`config.mk`:
```
export PLATFORM = sky130hd
export DESIGN_NAME = ms_wb_splitter
export DESIGN_NICKNAME = d
export VERILOG_FILES = /design/src/rtl/ms_wb_splitter.sv
export SDC_FILE = /design/constraint.sdc
export NUM_CORES = 1
export LEC_CHECK = 0
export BUFFER_PORTS_ARGS = -buffer_cell sky130_fd_sc_hd__buf_2
export CAP_MARGIN = 20
export CORE_MARGIN = 5
export CORE_UTILIZATION = 31
export CTS_CLUSTER_DIAMETER = 60
export DETAILED_ROUTE_END_ITERATION = 6
export GPL_ROUTABILITY_DRIVEN = 0
export GPL_TIMING_DRIVEN = 0
export PLACE_DENSITY = 0.72
export SYNTH_ARGS = -nofsm -noshare
export SYNTH_HDL_FRONTEND = slang
export SYNTH_SLANG_ARGS = --single-unit
```
`constraint.sdc`:
```
create_clock -name clk_i -period 1.9 [get_ports clk_i]
set_input_delay 0.285 -clock clk_i [delete_from_list [all_inputs] [get_ports clk_i]]
set_output_delay 0.285 -clock clk_i [all_outputs]
set_load 0.005 [all_outputs]
```
`src/rtl/ms_wb_splitter.sv`:
```
// Registered Wishbone classic-cycle splitter: one master, NS slaves decoded on adr[19:16].
// Optional REQ timeout guarded by macro WB_SPLITTER_TIMEOUT_EN.
module ms_wb_splitter #(
    parameter int unsigned NS           = 3,
    parameter int unsigned TIMEOUT      = 255,
    parameter logic [31:0] DEFAULT_DATA = 32'hDEADBEEF
) (
    input  logic              clk_i,
    input  logic              rst_n_i,
    input  logic              wbs_cyc_i,
    input  logic              wbs_stb_i,
    input  logic              wbs_we_i,
    input  logic [3:0]        wbs_sel_i,
    input  logic [31:0]       wbs_adr_i,
    input  logic [31:0]       wbs_dat_i,
    output logic              wbs_ack_o,
    output logic [31:0]       wbs_dat_o,
    output logic              s_cyc_o,
    output logic [NS-1:0]     s_stb_o,
    output logic              s_we_o,
    output logic [3:0]        s_sel_o,
    output logic [31:0]       s_adr_o,
    output logic [31:0]       s_dat_o,
    input  logic [NS-1:0]     s_ack_i,
    input  logic [NS*32-1:0]  s_dat_i,
    input  logic              err_clr_i,
    output logic              err_irq_o,
    output logic [1:0]        err_cause_o
);

    if (NS < 1 || NS > 8) begin : g_bad_ns
        $error("ms_wb_splitter: NS must be 1..8");
    end
    if (TIMEOUT < 1 || TIMEOUT > 65535) begin : g_bad_timeout
        $error("ms_wb_splitter: TIMEOUT must be 1..65535");
    end

    typedef enum logic [1:0] {
        IDLE,
        REQ,
        RESP
    } state_t;

    state_t      state;
    state_t      next_state;
    logic [2:0]  idx;
    logic        req;
    logic [2:0]  dec_idx;
    logic        dec_hit;
    logic        sel_ack;
    logic [31:0] sel_dat;
    logic        timeout_hit;
    logic        set_unmapped;
    logic        set_timeout;

    assign req     = wbs_cyc_i & wbs_stb_i;
    assign dec_idx = wbs_adr_i[19:17];
    // Slave k sits at even nibble 2*k, so bit 16 set means unmapped.
    assign dec_hit = !wbs_adr_i[16] && (32'(dec_idx) < NS);

    always_comb begin
        sel_ack = 1'b0;
        sel_dat = '0;
        for (int unsigned k = 0; k < NS; k++) begin
            if (idx == 3'(k)) begin
                sel_ack = s_ack_i[k];
                sel_dat = s_dat_i[32*k +: 32];
            end
        end
    end

`ifdef WB_SPLITTER_TIMEOUT_EN
    logic [15:0] cnt;

    always_ff @(posedge clk_i) begin
        if (!rst_n_i) begin
            cnt <= '0;
        end else begin
            cnt <= (state == REQ) ? cnt + 16'd1 : '0;
        end
    end

    assign timeout_hit = (state == REQ) && (cnt == 16'(TIMEOUT - 1));
`else
    assign timeout_hit = 1'b0;
`endif

    // An ack arriving in the expiry cycle takes precedence over the timeout.
    assign set_unmapped = (state == IDLE) && req && !dec_hit;
    assign set_timeout  = (state == REQ) && wbs_cyc_i && !sel_ack && timeout_hit;

    always_ff @(posedge clk_i) begin
        if (!rst_n_i) begin
            state <= IDLE;
        end else begin
            state <= next_state;
        end
    end

    always_comb begin
        next_state = state;
        case (state)
            IDLE: begin
                if (req) begin
                    next_state = dec_hit ? REQ : RESP;
                end
            end
            REQ: begin
                if (!wbs_cyc_i) begin
                    next_state = IDLE;
                end else if (sel_ack || timeout_hit) begin
                    next_state = RESP;
                end
            end
            RESP:    next_state = IDLE;
            default: next_state = IDLE;
        endcase
    end

    always_comb begin
        s_cyc_o   = (state == REQ);
        wbs_ack_o = (state == RESP);
        s_stb_o   = '0;
        for (int unsigned k = 0; k < NS; k++) begin
            if ((state == REQ) && (idx == 3'(k))) begin
                s_stb_o[k] = 1'b1;
            end
        end
    end

    always_ff @(posedge clk_i) begin
        if (!rst_n_i) begin
            idx         <= '0;
            s_we_o      <= 1'b0;
            s_sel_o     <= '0;
            s_adr_o     <= '0;
            s_dat_o     <= '0;
            wbs_dat_o   <= '0;
            err_irq_o   <= 1'b0;
            err_cause_o <= '0;
        end else begin
            if ((state == IDLE) && req) begin
                idx     <= dec_idx;
                s_we_o  <= wbs_we_i;
                s_sel_o <= wbs_sel_i;
                s_adr_o <= wbs_adr_i;
                s_dat_o <= wbs_dat_i;
                if (!dec_hit) begin
                    wbs_dat_o <= DEFAULT_DATA;
                end
            end
            if ((state == REQ) && wbs_cyc_i) begin
                if (sel_ack) begin
                    wbs_dat_o <= sel_dat;
                end else if (timeout_hit) begin
                    wbs_dat_o <= DEFAULT_DATA;
                end
            end
            if (set_unmapped || set_timeout) begin
                err_irq_o   <= 1'b1;
                err_cause_o <= set_timeout ? 2'b10 : 2'b01;
            end else if (err_clr_i) begin
                err_irq_o <= 1'b0;
            end
        end
    end

endmodule

```
==> results.json <==
{
  "filler_cells_inserted": 1492,
  "via_count_of_the_first_global_routing_pass": 4814,
  "holdCritStartpoint": "wbs_dat_i[22]",
  "grt_first_pass_wirelength_mm": 24.9,
  "num_io_pins": 282,
  "total_leakage_power_nw": 2.96,
  "peak_supply_drop_v": 0.000477,
  "synthMostInstantiatedCell": "nand2_1",
  "detailroute.via_count": 4718,
  "total_power_w": 0.00498,
  "initial_core_util": 0.316,
  "grt_start_max_net_pins": 18,
  "fin_nets": 988,
  "cp_data_required_time_ps": 2130,
  "die_area_sq_um": 17300,
  "synth_top_area_frac": 0.458,
  "ys_seq_area_frac": 0.458,
  "clk-insertion-delay-late_ps": 340,
  "mappedNetlistArea_sq_um": 4590,
  "cts_made_buffers": 9,
  "syn2layout_area_growth_pct": 42.5,
  "ys.flop_type": "dfxtp_1",
  "worstPathMaxFanout": 10,
  "worstHoldPathCells": 3,
  "route.antenna.remaining_nets": 0,
  "power-per-cell-area_nw_per_um2": 763,
  "synthDistinctLibCells": 35,
  "syn_nets": 698,
  "port-buffer-count": 280,
  "result_of_the_run": "finished, final reports clean",
  "rrSetupSlack_ps": 80,
  "grt_antenna_before_repair": 0,
  "type_of_destination_of_the_critical_path": "flip-flop",
  "post_synth_inst_count": 525,
  "yosys-top-cells-area": "dfxtp_1 46%, nand2_1 14%, a21boi_0 11%",
  "max_slew_margin": 0.616,
  "synth_top_area_cell": "dfxtp_1",
  "core_area_sq_um": 14500,
  "ys.warnings.count": 0,
  "grtUsageTotal": 0.176,
  "cts_tree": "yes",
  "grt-ovfl-total": 0,
  "path_class": "flip-flop to flip-flop",
  "clock_pin_slew_worst_setup_and_hold_paths_ps": 70,
  "worst_ep_arrival_time_ps": 2060,
  "drive_above_1_share": 0.398,
  "tightestPinTransition_ps": 577,
  "worst_r2r_startpoint": "s_adr_o[18]$_SDFFE_PN0P_",
  "hold_path_class": "primary input to flip-flop",
  "final.setup.tns_ps": 0,
  "post-route-drc-count": 0,
  "timing.max_cap.violations": 0,
  "critPathLaunchType": "flip-flop",
  "cts.repair_timing.setup_buffer_count": 0,
  "rsz0062_at_grt": "false",
  "asyncSetResetFlopFracSynth": 0,
  "critical_path.reg2reg.endpoint": "wbs_dat_o[19]$_SDFF_PN0_",
  "worst_hold_path.endpoint": "s_dat_o[22]$_SDFFE_PN0P_",
  "diode_insertion_count_for_antenna_repair": 0,
  "yosys_register_bits": 105,
  "vias_per_cell": 4.70,
  "syn_avg_cell_area_sq_um": 8.73,
  "final-max-slew-violation-count": 0,
  "cts-hold-fix-buffers": 0,
  "cts_max_path_buffers": 2,
  "finalSetupViolCount": 0,
  "die_width_um": 132,
  "detailedPlacementHpwl_mm": 12.5,
  "first_pass_iters": 4,
  "core.rowCount": 44,
  "worstRegToRegCells": 6,
  "ctsRootBufferMaster": "clkbuf_16",
  "finalClockSkew_ps": 7.76,
  "wirelength_mm": 15.6,
  "cts_max_level": 3,
  "clkSinkCount": 105,
  "drtIter0Drc": 175,
  "post_synth_most_frequent_cells": "175 x nand2_1, 105 x dfxtp_1, 70 x a21boi_0",
  "period_utilisation_layout": 0.959,
  "final_period_minus_worst_setup_slack_ps": 1820,
  "fmax_ghz": 0.549,
  "finalHoldViolCount": 0,
  "edff_count_synth": 0,
  "die_height_um": 132,
  "drt-wirelength-per-cell_um": 15.5
}
critical path, stage by stage, from the launching register on:
cell and delay, ps:
dfxtp_1 350, buf_6 190, mux2_4 330, a32oi_2 250, o21ai_4 130, clkbuf_4 200, o221a_1 250
worst max path at each step:
stage                             startpoint                  endpoint  slack (ps)  cells after the start
detailed placement                 wbs_stb_i  wbs_dat_o[19]$_SDFF_PN0_           7                      7
global placement                   wbs_stb_i  wbs_dat_o[18]$_SDFF_PN0_          60                      7
CTS                    state[1]$_SDFFE_PN0P_  wbs_dat_o[19]$_SDFF_PN0_          40                      6
finish              s_adr_o[18]$_SDFFE_PN0P_  wbs_dat_o[19]$_SDFF_PN0_          80                      6
floorplan           s_adr_o[18]$_SDFFE_PN0P_  wbs_dat_o[15]$_SDFF_PN0_         290                      6
global route           state[0]$_SDFFE_PN0P_  wbs_dat_o[19]$_SDFF_PN0_          10                      6
through the flow:
stage / cells / cell area (sq um) / setup slack (ps) / hold slack [ps] / utilization
final: 1003 / 6530 / 77.9 / 185 / 0.450
after global routing: 1003 / 6530 / 14.2 / 175 / 0.450
after CTS: 1003 / 6510 / 35.8 / 160 / 0.448
after detailed placement: 989 / 6220 / 7.16 / 453 / 0.428
after global placement: 989 / 6220 / 57.6 / 447 / 0.428
after floorplan: 525 / 4590 / 289 / 421 / -
sequential cells by signal, indices dropped and copies added, names as in the netlist:
register	count
err_cause_o	1
err_irq_o	1
s_adr_o	32
s_dat_o	32
s_sel_o	4
s_we_o	1
state	2
wbs_dat_o	32
report_power, final:
group	switching (W)	internal [W]	total (W)
Combinational	0.000384	0.000378	0.000761
Clock	0.000807	0.00105	0.00186
Sequential	0.0000539	0.00231	0.00237
Total	0.00124	0.00374	0.00498
cell type report:
type                       instances  area, sq um  share of cell area
buffer                            44          229              0.0350
timing repair buffer             280         1400               0.214
tap                              184          230              0.0352
clock buffer                      10          239              0.0366
multi-input combinational        374         2270               0.348
sequential                       105         2100               0.322
clock inverter                     5         56.3             0.00862
inverter                           1         3.75            0.000574
repair_timing:
item / CTS / global route
setup endpoints to repair: 1 / 21
pin swaps: 0 / 0
gates resized for setup: 0 / 11
gates cloned: 0 / 0
per-layer routing:
layer | global-route usage | vias to the layer above | wire (um)
met1 | 0.187 | 2133 | 6120
met3 | 0.0730 | 25 | 1430
li1 | - | 2370 | -
met4 | 0.0669 | 0 | 385
met5 | 0 | - | 0
met2 | 0.313 | 190 | 7650
cells by family after synthesis:
kind of cell | after synthesis | share of synthesized area
simple gates | 199 | 0.174
other cells | 1 | 0.000818
flops | 105 | 0.458
mux | 33 | 0.0731
buf+inv | 46 | 0.0497
compound gates | 141 | 0.244
cells in the final DEF, fill, tap and decap left out, types with 2 or more instances in the layout:
cell | Yosys | layout
clkbuf_16 | 0 | 9
clkinv_2 | 0 | 2
clkbuf_2 | 0 | 3
nor2b_1 | 2 | 2
a21oi_1 | 9 | 9
nor2_1 | 10 | 10
nand2_1 | 175 | 175
dfxtp_1 | 105 | 105
o21ai_0 | 24 | 24
clkbuf_4 | 0 | 2
buf_2 | 5 | 283
clkbuf_1 | 31 | 27
mux2i_1 | 32 | 32
buf_4 | 5 | 5
o221a_1 | 24 | 24
a21boi_0 | 70 | 70
o22ai_2 | 8 | 8
buf_6 | 4 | 4
Note: power is estimated with default switching activity, not from simulation.
